### config.mk
export PLATFORM = sky130hd
export DESIGN_NAME = frame_sequencer
export DESIGN_NICKNAME = d
export VERILOG_FILES = /design/src/rtl/frame_sequencer.sv
export SDC_FILE = /design/constraint.sdc
export NUM_CORES = 1
export LEC_CHECK = 0
export ABC_AREA = 1
export BUFFER_PORTS_ARGS = -buffer_cell sky130_fd_sc_hd__buf_2
export CAP_MARGIN = 30
export CORE_MARGIN = 2
export CORE_UTILIZATION = 55
export DETAILED_ROUTE_END_ITERATION = 16
export PLACE_DENSITY = 0.74
export SLEW_MARGIN = 20
export SYNTH_ARGS = -nofsm -noshare
export SYNTH_HDL_FRONTEND = slang
export SYNTH_SLANG_ARGS = --single-unit
### constraint.sdc
create_clock -name clk -period 2.8 [get_ports clk]
set_input_delay 0.7 -clock clk [delete_from_list [all_inputs] [get_ports clk]]
set_output_delay 0.7 -clock clk [all_outputs]
set_load 0.01 [all_outputs]
### src/rtl/frame_sequencer.sv
// frame_sequencer: buffers an 11-bit sample stream, tags each sample with a
// slot index derived from start-of-frame markers, and holds every
// (data, dataChange) pair long enough for a bank that samples once per 11 clocks.
module frame_sequencer #(
  parameter int DATA_W      = 11,
  parameter int IDX_W       = 6,
  parameter int HOLD_CYCLES = 12,
  parameter int FIFO_DEPTH  = 4
) (
  input  logic              clk,
  input  logic              rst_n,
  input  logic [DATA_W-1:0] in_data,
  input  logic              in_sof,
  input  logic              in_valid,
  output logic              in_ready,
  output logic [DATA_W-1:0] data,
  output logic [IDX_W-1:0]  dataChange,
  output logic              busy,
  output logic              frame_done,
  output logic              sof_err
);

  localparam int PTR_W  = (FIFO_DEPTH > 1) ? $clog2(FIFO_DEPTH) : 1;
  localparam int CNT_W  = $clog2(FIFO_DEPTH + 1);
  localparam int HCNT_W = $clog2(HOLD_CYCLES + 1);
  localparam logic [IDX_W-1:0]  LAST_SLOT  = '1;
  localparam logic [CNT_W-1:0]  FULL_COUNT = CNT_W'(FIFO_DEPTH);
  localparam logic [HCNT_W-1:0] HOLD_LOAD  = HCNT_W'(HOLD_CYCLES - 1);

  typedef enum logic {
    IDLE = 1'b0,
    HOLD = 1'b1
  } state_t;

  state_t state, next_state;

  logic [DATA_W:0]     mem [FIFO_DEPTH];
  logic [PTR_W-1:0]    wr_ptr, rd_ptr;
  logic [CNT_W-1:0]    count;
  logic                fifo_full, fifo_empty;
  logic                push, pop;

  logic [HCNT_W-1:0]   hold_cnt;
  logic [IDX_W-1:0]    last_idx;
  logic                sof_seen;

  logic [DATA_W:0]     head;
  logic                head_sof;
  logic [DATA_W-1:0]   head_data;
  logic [IDX_W-1:0]    next_idx;
  logic                err_now;
  logic                hold_done;

  // Full/empty come from the registered count only, so a pop in the same
  // cycle never opens the door for a push into a full buffer.
  assign fifo_full  = (count == FULL_COUNT);
  assign fifo_empty = (count == '0);
  assign in_ready   = !fifo_full;
  assign push       = in_valid && !fifo_full;
  assign busy       = (state == HOLD);
  assign hold_done  = (state == HOLD) && (hold_cnt == '0);

  assign head      = mem[rd_ptr];
  assign head_sof  = head[DATA_W];
  assign head_data = head[DATA_W-1:0];
  assign next_idx  = head_sof ? '0 : last_idx + IDX_W'(1);
  assign err_now   = head_sof ? (last_idx != LAST_SLOT)
                              : ((last_idx == LAST_SLOT) && sof_seen);

  // Storage array: written on accepted pushes, contents need no reset.
  always_ff @(posedge clk) begin
    if (push) begin
      mem[wr_ptr] <= {in_sof, in_data};
    end
  end

  // Buffer pointers and occupancy; reset drops every buffered entry.
  always_ff @(posedge clk) begin
    if (!rst_n) begin
      wr_ptr <= '0;
      rd_ptr <= '0;
      count  <= '0;
    end else begin
      if (push) wr_ptr <= (wr_ptr == PTR_W'(FIFO_DEPTH - 1)) ? '0 : wr_ptr + PTR_W'(1);
      if (pop)  rd_ptr <= (rd_ptr == PTR_W'(FIFO_DEPTH - 1)) ? '0 : rd_ptr + PTR_W'(1);
      case ({push, pop})
        2'b10:   count <= count + CNT_W'(1);
        2'b01:   count <= count - CNT_W'(1);
        default: count <= count;
      endcase
    end
  end

  // State register.
  always_ff @(posedge clk) begin
    if (!rst_n) state <= IDLE;
    else        state <= next_state;
  end

  // Next-state and pop decision; a pop at the end of a window reloads gaplessly.
  always_comb begin
    next_state = state;
    pop        = 1'b0;
    case (state)
      IDLE: begin
        if (!fifo_empty) begin
          pop        = 1'b1;
          next_state = HOLD;
        end
      end
      HOLD: begin
        if (hold_cnt == '0) begin
          if (!fifo_empty) pop = 1'b1;
          else             next_state = IDLE;
        end
      end
      default: next_state = IDLE;
    endcase
  end

  // Output pair, slot tracking, hold timer and framing flags.
  always_ff @(posedge clk) begin
    if (!rst_n) begin
      data       <= '0;
      dataChange <= '0;
      last_idx   <= LAST_SLOT;
      sof_seen   <= 1'b0;
      sof_err    <= 1'b0;
      hold_cnt   <= '0;
      frame_done <= 1'b0;
    end else begin
      frame_done <= hold_done && (dataChange == LAST_SLOT);
      if (pop) begin
        data       <= head_data;
        dataChange <= next_idx;
        last_idx   <= next_idx;
        hold_cnt   <= HOLD_LOAD;
        if (head_sof) sof_seen <= 1'b1;
        if (err_now)  sof_err  <= 1'b1;
      end else if ((state == HOLD) && (hold_cnt != '0)) begin
        hold_cnt <= hold_cnt - HCNT_W'(1);
      end
    end
  end

endmodule

[Word level (Yosys, flattened, before mapping)]
Memories as Yosys holds them, arrays and structs flattened. A register that Yosys moved wholly into a read port is not among the register bits.
Index checks and enable logic that the tools add are counted.
Word-level totals
  bits of input ports: 15
  RAM bits: 48
  memories: 1
  output and inout bits: 21
  register bits: 38
Operators by class
  bitwise operators: 2
  reduce and logical (&&, ||, !) cells: 14
  multiplexer cells: 16
  equality and inequality tests: 8
  add/sub/neg operators: 6
Memories
  mem: depth 4, bits a word 12, read ports 1, clocked after Yosys merged registers in 1, write ports 1, line 37  | logic [DATA_W:0] mem [FIFO_DEPTH];
Operators with widths (number)
  $eq 6x6->1 const B: 2
  $mux 2: 4
  $mux 4: 2
  $add 6x1->6 const B: 1
  $eq 2x2->1 const B: 3
  $mux 1: 6
  $mux 6: 1
  $ne 6x6->1 const B: 1
  $pmux 3 s2: 1
  $logic_and 1x1->1: 5
  $add 2x1->2 const B: 2
  $logic_not 4->1: 1
  $pmux 1 s2: 2
  $reduce_and 2->1: 2
  $reduce_bool 2->1: 2
  $reduce_bool 4->1: 1
  $sub 4x1->4 const B: 1
  $add 3x1->3 const B: 1
  $eq 3x3->1 const B: 1
  $logic_not 3->1: 1
  $sub 3x1->3 const B: 1
  $eq 2x1->1 const B: 1
  $not 1->1: 2
  $reduce_or 2->1: 1
  $logic_not 1->1: 1

[Depth between registers and ports, before layout]
  depth after elaboration: 6
  gate-level depth with buffers: 13
  gate-level depth less buffers: 12

[Worst setup path after synthesis]
No wires, ideal clock.
  path type: reg-to-reg
  start point: register hold_cnt[0]
  end point: register count[2]
  path slack: 0.830 ns
  data required time: 2.730 ns
  arrival time: 1.900 ns
  cell stages (with the launch flop): 14
  path buffers: 1
  period minus slack after synthesis: 1.970 ns
  path through: dfxtp_1 -> inv_1 -> ha_1 -> nand2_4 -> a21oi_4 -> buf_6 -> ha_1 -> inv_1 -> fa_1 -> nor2_1 -> nor2_1 -> nand2_1 -> o21ai_0 -> a21oi_1
Between the ends
  word-level cells in the longest chain between the ends: 5
Ends and longest elaborated chain
  from (decl): line 43  | logic [HCNT_W-1:0] hold_cnt;
  from (signal assigned): line 141  | hold_cnt <= hold_cnt - HCNT_W'(1);
  $logic_not 4->1 (*): line 112  | if (hold_cnt == '0) begin
  $mux 1 (*): line 112
  $pmux 1 s2 (*): line 104  | case (state)
  via pop: line 41  | logic push, pop;
  $eq 2x1->1 / $eq 2x2->1 (equally long branches): line 86  | case ({push, pop})
  $pmux 3 s2 / $reduce_bool 2->1 (equally long branches)
  to (signal assigned): line 87  | 2'b10: count <= count + CNT_W'(1);
  to (signal assigned): line 88  | 2'b01: count <= count - CNT_W'(1);
  to (signal assigned): line 89  | default: count <= count;
  to (decl): line 39  | logic [CNT_W-1:0] count;
The timed path passes the listed nets; every way through them passes the cells marked *.
A chain may end at the register's enable or synchronous reset.

[Worst setup path after layout]
  start point: register hold_cnt[0]
  end point: register count[2]
Between the ends
  word-level cells in the longest chain between the ends: 5
Ends and longest elaborated chain (line)
  $logic_not 4->1 (*): 112
  $mux 1 (*): 112
  $pmux 1 s2 (*): 104
  $eq 2x1->1 / $eq 2x2->1 (equally long branches): 86
  $pmux 3 s2 / $reduce_bool 2->1 (equally long branches)
Mark *: on every way between the ends. The rest lies on a longest branch, timed or not.

==> impl_metrics.tcl <==
set metrics [dict create \
    status "complete, no violations" \
    clk_path_buf_depth 2 \
    fmax_mhz 501.9 \
    final.setup.tns_ps 0 \
    nets 406 \
    worstPathCellList "inv_1 -> ha_1 -> nand2_4 -> a21oi_4 -> ha_1 -> inv_1 -> fa_1 -> nor2_1 -> nor2_1 -> nand2_1 -> o21ai_0 -> a21oi_1" \
    wirelength_mm 6.610 \
    cp.arrival_ps 2290 \
    power.leakage_nw 1.612 \
    grt_max_degree 27 \
    drt_iter0_drc 140 \
    synth_area_mm2 0.003557 \
    cts_sinks 88 \
    finalMaxSlewViolations 0 \
    path_clk_slew_ps 100 \
    viasPerCell 5.294 \
    synthDistinctLibCells 33 \
    grt_pass1_vias 2353 \
    synth-seq-cells 88 \
    cp_data_required_time_ps 3100 \
    hold_buffers 0 \
    insertedDiodeCount 0 \
    cts_resized 0 \
    post_cts_buffers 0 \
    core-area_mm2 0.006314 \
    cts_buffers 9 \
    yosysWarnings 0 \
    dpl.hpwl_mm 4.289 \
    synthCells 342 \
    firstDrtPassIters 4 \
    cts-root-buf "clkbuf_8" \
    n_fill_cell 541 \
    max_stage_delay_ps 380 \
    rsz0062_at_grt "false" \
    skew_ps 8.270 \
    crit_fanout 5 \
    clk_latency_ps 360 \
    crit_slowest_cell "fa_1" \
    path_class "reg2reg" \
    ys_seq_area_frac 0.6303 \
    vias 2451 \
    layout-drive-gt1-share 0.1995 \
    htree_levels 3 \
    crit_buf_inv 2 \
    grt_first_pass_wirelength_mm 11.13 \
    overflow 0 \
    slew_headroom 0.5519 \
    worstMarginPinSlew_ps 669.5 \
    gp_congestion 0.7717 \
    period_minus_slack_ps 1992 \
    rrSetupSlack_ps 810 \
    end_kind "flip-flop" \
    syn2layout_area_growth_pct 12.24 \
    fp.dieH_um 84.42 \
    initial_core_util 0.5634 \
    fin_crit_sh 0.7116 \
    p_per_area_mw_per_mm2 1043 \
    syn_area_per_cell_um2 10.40 \
    num_io_pins 36 \
    antenna_found_initial 0 \
    routedWlPerCell_um 14.28 \
    setup_violations 0 \
    rows 29 \
    die_w_um 84.42 \
    drv_cap 0 \
    start_kind "flip-flop" \
    drtAntennaViolNets 0 \
    critical-path-top-delay-family "adder cells" \
    gr-usage-all-layers 0.1993 \
    die-area_mm2 0.007127 \
    port_buffers 35 \
    hold_class "reg2reg" \
    cts_tree "done" \
    ir_drop_mv 0.5541 \
    power_mw 4.163 \
    drcViolationCount 0 \
    hold_violations 0 \
    synthesis.nets 367 \
]
power breakdown:
part           total (mW)  switching (mW)  internal [mW]
clock               0.852           0.502          0.350
combinational        1.49           0.956          0.533
sequential           1.82           0.174           1.65
cells by family after synthesis:
kind of cell	synth area share
xor gates and xnor gates	0.004925
DFF	0.6303
and+or+nand+nor	0.1607
buffers and inverters	0.04924
AOI/OAI and AO/OA	0.1175
adders and majority gates	0.03729
state kept, by name, summed over array words and instances (netlist names), named ones only:
register / flops
rd_ptr: 2
mem: 48
last_idx: 6
count: 3
data: 11
sof_seen: 1
hold_cnt: 4
dataChange: 6
wr_ptr: 2
busy: 1
sof_err: 1
frame_done: 1
layout make-up:
type | count | area (µm²) | share of cell area
flip-flops and latches | 88 | 2242 | 0.5616
multi-input cells | 215 | 1140 | 0.2855
repair buffers | 42 | 227.7 | 0.05704
clock buffers | 9 | 123.9 | 0.03102
well taps | 77 | 96.34 | 0.02413
inverters | 25 | 93.84 | 0.02350
clock inverters | 7 | 68.82 | 0.01724
cells in the final DEF (no fill, tap or decap), types with 9 or more instances in the layout:
cell | synthesis | layout
clkbuf_8 | 0 | 9
ha_1 | 9 | 9
nor2_1 | 64 | 64
nand2_1 | 34 | 34
nand3_1 | 17 | 17
a21oi_1 | 15 | 15
dfxtp_1 | 40 | 40
edfxtp_1 | 48 | 48
inv_1 | 21 | 21
o21ai_0 | 37 | 37
buf_2 | 4 | 35
o22ai_1 | 11 | 11
worst paths after layout:
check	start	end	cells after the start
worst max register to register	hold_cnt[0]$_SDFFE_PN0P_	count[2]$_SDFFE_PN0P_	12
worst min register to register	sof_seen$_SDFFE_PN0P_	sof_seen$_SDFFE_PN0P_	2
worst min-delay path	sof_seen$_SDFFE_PN0P_	sof_seen$_SDFFE_PN0P_	2
worst max-delay path	hold_cnt[0]$_SDFFE_PN0P_	count[2]$_SDFFE_PN0P_	12
per-layer routing:
metal,track usage,vias up,wire [µm]
met3,0.04031,11,359
li1,-,1249,-
met5,0,-,0
met1,0.2644,1123,3034
met4,0.09235,0,121
met2,0.3182,68,3094
metrics by stage:
| stage | setup WS (ps) | hold WS, ps | utilization | instances | instance area, µm² |
|---|---|---|---|---|---|
| floorplan | 829.9 | 437.1 | - | 342 | 3557 |
| global placement | 783.6 | 444.4 | 0.6019 | 447 | 3800 |
| detailed placement | 740.1 | 459.1 | 0.6019 | 447 | 3800 |
| CTS | 808.9 | 480.4 | 0.6324 | 463 | 3993 |
| global route | 619.4 | 502.0 | 0.6324 | 463 | 3993 |
| finish | 807.6 | 475.3 | 0.6324 | 463 | 3993 |
cell usage after synthesis (all sizes together):
master | instances | area, µm²
nor2 | 67 | 264.0
inv | 25 | 93.84
nor4 | 2 | 12.51
a21oi | 19 | 117.6
xnor2 | 1 | 8.760
xor2 | 1 | 8.760
nand3b | 2 | 15.01
clkbuf | 6 | 23.77
fa | 1 | 20.02
o21ai | 41 | 216.5
o211ai | 1 | 7.510
nand4 | 1 | 6.260
buf | 8 | 57.55
a211oi | 1 | 7.510
nand3 | 19 | 105.1
dfxtp | 40 | 800.8
ha | 9 | 112.6
edfxtp | 48 | 1441
nand2 | 39 | 168.9
o22ai | 11 | 68.82
worst register-to-register path, cell delays in order (launching register included):
cell and delay, ps:
dfxtp_1 310, inv_1 130, ha_1 220, nand2_4 90, a21oi_4 150, ha_1 160
inv_1 70, fa_1 380, nor2_1 120, nor2_1 40, nand2_1 70, o21ai_0 70
a21oi_1 130
(Power assumes the default switching activity.)
